$ cat src/rtl/fifo_tx_pkg.sv
// Shared definitions for the FIFO-fed serial transmitter: FSM encoding,
// default geometry and counter sizing helper.
package fifo_tx_pkg;

   localparam int unsigned DEF_DATA_WIDTH   = 8;
   localparam int unsigned DEF_CLKS_PER_BIT = 4;

   typedef enum logic [2:0] {
      IDLE  = 3'd0,
      POP   = 3'd1,
      LOAD  = 3'd2,
      START = 3'd3,
      DATA  = 3'd4,
      STOP  = 3'd5
   } state_t;

   // Counter width for a modulo-n counter, never narrower than one bit.
   function automatic int unsigned cnt_width(input int unsigned n);
      return (n > 1) ? $clog2(n) : 1;
   endfunction

endpackage

$ cat src/rtl/fifo_tx_serializer_bit_timer.sv
// Free-running modulo-CLKS_PER_BIT counter; bit_end marks the last clock
// of every serial bit period.
module bit_timer
   import fifo_tx_pkg::*;
#(
   parameter int unsigned CLKS_PER_BIT = DEF_CLKS_PER_BIT
) (
   input  logic clk,
   input  logic rst,
   input  logic clear,
   output logic bit_end
);

   localparam int unsigned   CW   = cnt_width(CLKS_PER_BIT);
   localparam logic [CW-1:0] LAST = CW'(CLKS_PER_BIT - 1);

   logic [CW-1:0] cnt;

   always_ff @(posedge clk) begin
      if (rst || clear)
         cnt <= '0;
      else if (cnt == LAST)
         cnt <= '0;
      else
         cnt <= cnt + 1'b1;
   end

   assign bit_end = (cnt == LAST);

endmodule

$ cat src/rtl/fifo_tx_serializer.sv
// Pops words from an upstream FIFO and sends each as an 8N1-style frame:
// start bit, DATA_WIDTH bits LSB first, stop bit, each CLKS_PER_BIT clocks.
module fifo_tx_serializer
   import fifo_tx_pkg::*;
#(
   parameter int unsigned DATA_WIDTH   = DEF_DATA_WIDTH,
   parameter int unsigned CLKS_PER_BIT = DEF_CLKS_PER_BIT
) (
   input  logic                  clk,
   input  logic                  rst,
   input  logic                  fifo_empty,
   input  logic [DATA_WIDTH-1:0] fifo_data,
   output logic                  fifo_rd_en,
   output logic                  tx,
   output logic                  busy,
   output logic                  tx_done
);

   localparam int unsigned   BW       = cnt_width(DATA_WIDTH);
   localparam logic [BW-1:0] LAST_BIT = BW'(DATA_WIDTH - 1);

   state_t                state, next_state;
   logic                  bit_end;
   logic                  timer_clear;
   logic [BW-1:0]         bit_cnt;
   logic [DATA_WIDTH-1:0] shreg, shreg_next;
   logic                  tx_next;

   // LOAD always precedes START, so clearing here aligns the timer to the start bit.
   assign timer_clear = (state == LOAD);

   bit_timer #(.CLKS_PER_BIT(CLKS_PER_BIT)) u_bit_timer (
      .clk     (clk),
      .rst     (rst),
      .clear   (timer_clear),
      .bit_end (bit_end)
   );

   always_ff @(posedge clk) begin
      if (rst)
         state <= IDLE;
      else
         state <= next_state;
   end

   always_comb begin
      next_state = state;
      case (state)
         IDLE:    if (!fifo_empty) next_state = POP;
         POP:     next_state = LOAD;
         LOAD:    next_state = START;
         START:   if (bit_end) next_state = DATA;
         DATA:    if (bit_end && bit_cnt == LAST_BIT) next_state = STOP;
         STOP:    if (bit_end) next_state = fifo_empty ? IDLE : POP;
         default: next_state = IDLE;
      endcase
   end

   always_comb begin
      fifo_rd_en = (state == POP);
      busy       = (state != IDLE);
      tx_done    = (state == STOP) && bit_end;
   end

   // tx is computed from next_state so the registered line changes on the same edge as the state.
   always_comb begin
      shreg_next = shreg;
      if (state == LOAD)
         shreg_next = fifo_data;
      else if (state == DATA && bit_end)
         shreg_next = shreg >> 1;
      case (next_state)
         START:   tx_next = 1'b0;
         DATA:    tx_next = shreg_next[0];
         default: tx_next = 1'b1;
      endcase
   end

   always_ff @(posedge clk) begin
      if (rst) begin
         tx      <= 1'b1;
         shreg   <= '0;
         bit_cnt <= '0;
      end else begin
         tx    <= tx_next;
         shreg <= shreg_next;
         if (state != DATA)
            bit_cnt <= '0;
         else if (bit_end)
            bit_cnt <= (bit_cnt == LAST_BIT) ? '0 : bit_cnt + 1'b1;
      end
   end

endmodule

$ cat config.mk
export PLATFORM = sky130hd
export DESIGN_NAME = fifo_tx_serializer
export DESIGN_NICKNAME = d
export VERILOG_FILES = /design/src/rtl/fifo_tx_pkg.sv /design/src/rtl/fifo_tx_serializer_bit_timer.sv /design/src/rtl/fifo_tx_serializer.sv
export SDC_FILE = /design/constraint.sdc
export NUM_CORES = 1
export LEC_CHECK = 0
export CAP_MARGIN = 20
export CORE_MARGIN = 8
export CORE_UTILIZATION = 51
export CTS_CLUSTER_SIZE = 25
export DETAILED_ROUTE_END_ITERATION = 12
export PLACE_DENSITY = 0.81
export SLEW_MARGIN = 15
export SYNTH_ARGS = -nofsm -noshare
export SYNTH_HDL_FRONTEND = slang
export SYNTH_SLANG_ARGS = --single-unit
$ cat constraint.sdc
create_clock -name clk -period 2.1 [get_ports clk]
set_clock_uncertainty 0.1 [all_clocks]
set_input_delay 0.525 -clock clk [delete_from_list [all_inputs] [get_ports clk]]
set_output_delay 0.525 -clock clk [all_outputs]
set_load 0.005 [all_outputs]
==> run_results.csv <==
group,metric,value,unit
cts,cts-root-buf,"clkbuf_4",
worst_setup_path,worstPathBufferInverterCount,1,
cells_and_area,final_layout_size_suffix_gt1_frac,0.241,
logic_synthesis,yosys_warnings,0,
cells_and_area,nets,123,
logic_synthesis,syn_inst,91,
placed_design,place_inst,121,
route,wl_per_cell,14.6,µm
placed_design,gp_congestion,0.828,
sta,tightest_slew,0.452,ns
global_route,grt.overflow.total,0,
cells_and_area,syn_to_final_growth,20.1,%
cts,clkTransAtPathRegs,0.11,ns
logic_synthesis,ys_ff_latch,17,
cells_and_area,num_antenna_cells,0,
floorplanning,rows,15,
status,outcome,"finished clean",
worst_setup_path,critical_path.slowest_cell,"or3_2",
global_route,grt_pass1_wl,3130,µm
floorplanning,die_h,58.1,µm
route,antenna_left,0,
logic_synthesis,yosys.area.top_type,"dfxtp_1",
worst_setup_path,crit_chain,"or3_2, dlygate4sd2_1",
power,max-vdd-ir-drop,510,µV
sta,fmax,493,MHz
route,dr.pass1.iters,4,
route,drcViolationCount,0,
power,powerDensity,649,mW/mm²
logic_synthesis,ys_types,33,
placed_design,port_buffers,14,
logic_synthesis,syn_area_per_cell,9.91,µm²
placed_design,dp.final_hpwl,1400,µm
worst_setup_path,slowest_delay,0.46,ns
logic_synthesis,synth_top_cell_area_share,0.377,
logic_synthesis,yosysMostFrequentCell,"dfxtp_1",
cts,cts_buffer_depth,2,
cts,holdBufCountCts,0,
logic_synthesis,async_flop_share,0,
cells_and_area,final_area,0.00108,mm²
sta,slew_headroom,0.698,
logic_synthesis,syn_nets,105,
worst_setup_path,cp-end-kind,"output port",
sta,post-route-min-period,2.03,ns
route,vias,696,
global_route,grt_antenna_before_repair,0,
cells_and_area,layout.cells.non_filler,125,
worst_setup_path,path_max_fanout,6,
cts,cts_max_level,1,
power,power_leakage,0.396,nW
flow_run,max-cap-violations,0,
worst_setup_path,startpoint_type,"flip-flop",
logic_synthesis,ys_top_cells_by_area,"dfxtp_1, mux2i_1, nor2_1, a211oi_2, ha_1",
sta,final_hold_viol_count,0,
logic_synthesis,synth-edff-count,0,
logic_synthesis,ys_seq_area_frac,0.377,
global_route,track_usage,0.115,
cts,numCtsBuffers,3,
logic_synthesis,netlist_top_cells_count,"dfxtp_1, nor2_1, mux2i_1",
route,first_iter_violations,9,
floorplanning,dieArea,0.00337,mm²
floorplanning,start_util,0.534,
sta,rsz0062_at_grt,"false",
global_route,grt_max_degree,14,
sta,report.final.slew_viol_count,0,
cts,cts_sinks,17,
cts,clock_latency,0.29,ns
cells_and_area,n_fill_cell,143,
placed_design,post_dp_cell_area,0.00105,mm²
sta,fin_tns_setup,0,ns
sta,setup_viol,0,
worst_setup_path,required,1.47,ns
route,drt-vias-per-instance,5.57,
worst_setup_path,worstPathArrival,1.40,ns
route,routed_wl,1820,µm
global_route,grt_pass1_vias,714,
floorplanning,ios,15,
cts,tritoncts,"built",
floorplanning,die_w,58.1,µm
sta,finalCritPeriodShare,0.965,
floorplanning,coreArea,0.00169,mm²
logic_synthesis,syn_area,902,µm²
worst_hold_path,min_path_type,"flip-flop to flip-flop",
worst_setup_path,crit_family,"simple AND/OR/NAND/NOR gates",
cells_and_area,post-route-util,0.641,
worst_setup_path,setup.worst_path.class,"flip-flop to output port",
logic_synthesis,synthFlopType,"dfxtp_1",
-- stage by stage --
stage | hold WS (ns) | total power, W | setup slack [ns]
floorplan | 0.304 | 0.000482 | 0.535
global placement | 0.317 | 0.000531 | 0.171
detailed placement | 0.327 | 0.000539 | 0.162
CTS | 0.315 | 0.000706 | 0.0697
global route | 0.334 | 0.000739 | 0.0431
finish | 0.313 | 0.000703 | 0.0736
-- layout by cell type (no fill, tap or decap), types with 2 or more instances in the layout --
master,count
a211oi_1,4
clkbuf_4,3
ha_1,3
nand3b_1,4
nand2_1,3
buf_4,6
nor3_1,2
dlygate4sd2_1,3
nand2b_1,2
clkdlybuf4s50_1,11
dfxtp_1,13
dfxtp_2,3
a211oi_2,4
nor2_1,14
a21oi_1,5
mux2i_1,9
-- layer usage --
layer / part of all wire / wire length, µm / up-vias / GRT usage
met5: 0 / 0 / - / 0
met4: 0.0066 / 12 / 0 / 0.0455
met3: 0.029 / 52 / 2 / 0.0221
met2: 0.49 / 898 / 9 / 0.201
met1: 0.47 / 861 / 324 / 0.134
li1: - / - / 361 / -
-- worst reg2reg max path, delay by kind of cell (launching register included) --
| kind | cells | cell delay [ns] |
|---|---|---|
| compound gates | 1 | 0.25 |
| fa+ha+maj | 1 | 0.17 |
| buf+inv | 2 | 0.24 |
| flops | 1 | 0.34 |
| mux | 1 | 0.15 |
| simple gates | 1 | 0.43 |
-- layout make-up --
class	instances	area, µm²	area share
Clock buffer	4	26.3	0.0242
Tap cell	17	21.3	0.0196
Timing Repair Buffer	20	181	0.167
Multi-Input combinational cell	66	503	0.464
Sequential cell	17	348	0.321
Inverter	1	3.75	0.00346
-- where the power goes --
| part | internal, W | total (W) | switching [W] |
|---|---|---|---|
| sequential | 0.000352 | 0.000372 | 0.0000202 |
| clock | 0.0000736 | 0.000175 | 0.000102 |
| combinational | 0.0000861 | 0.000156 | 0.0000701 |
-- sequential cells by signal (all words and copies together) (netlist names) --
signal and cells:
tx 1, shreg 8, bit_cnt 3, state 3, u_bit_timer.cnt 2
-- timing repair --
item / in CTS / in global routing
buffers inserted: 0 / 0
resized for setup: 8 / 0
setup endpoints to repair: 3 / 0
-- cells by family (layout without fill, tap and decap cells) --
group | Yosys count | count (layout) | share of synthesized area
adders and majority gates | 3 | 3 | 0.0416
muxes | 10 | 10 | 0.112
buffers and inverters | 8 | 25 | 0.0652
AOI/OAI and AO/OA | 15 | 15 | 0.140
and+or+nand+nor | 38 | 38 | 0.264
DFF | 17 | 17 | 0.377
-- final timing paths --
check | from | end | slack, ns | cells past startpoint
worst max-delay path | state[2]$_SDFF_PP0_ | busy | 0.07 | 2
worst min register to register | u_bit_timer.cnt[0]$_SDFF_PP0_ | u_bit_timer.cnt[0]$_SDFF_PP0_ | 0.31 | 1
worst min-delay path | u_bit_timer.cnt[0]$_SDFF_PP0_ | u_bit_timer.cnt[0]$_SDFF_PP0_ | 0.31 | 1
worst max register to register | u_bit_timer.cnt[0]$_SDFF_PP0_ | shreg[2]$_SDFFE_PP0P_ | 0.32 | 6
Power figures use the tool's default switching activity.
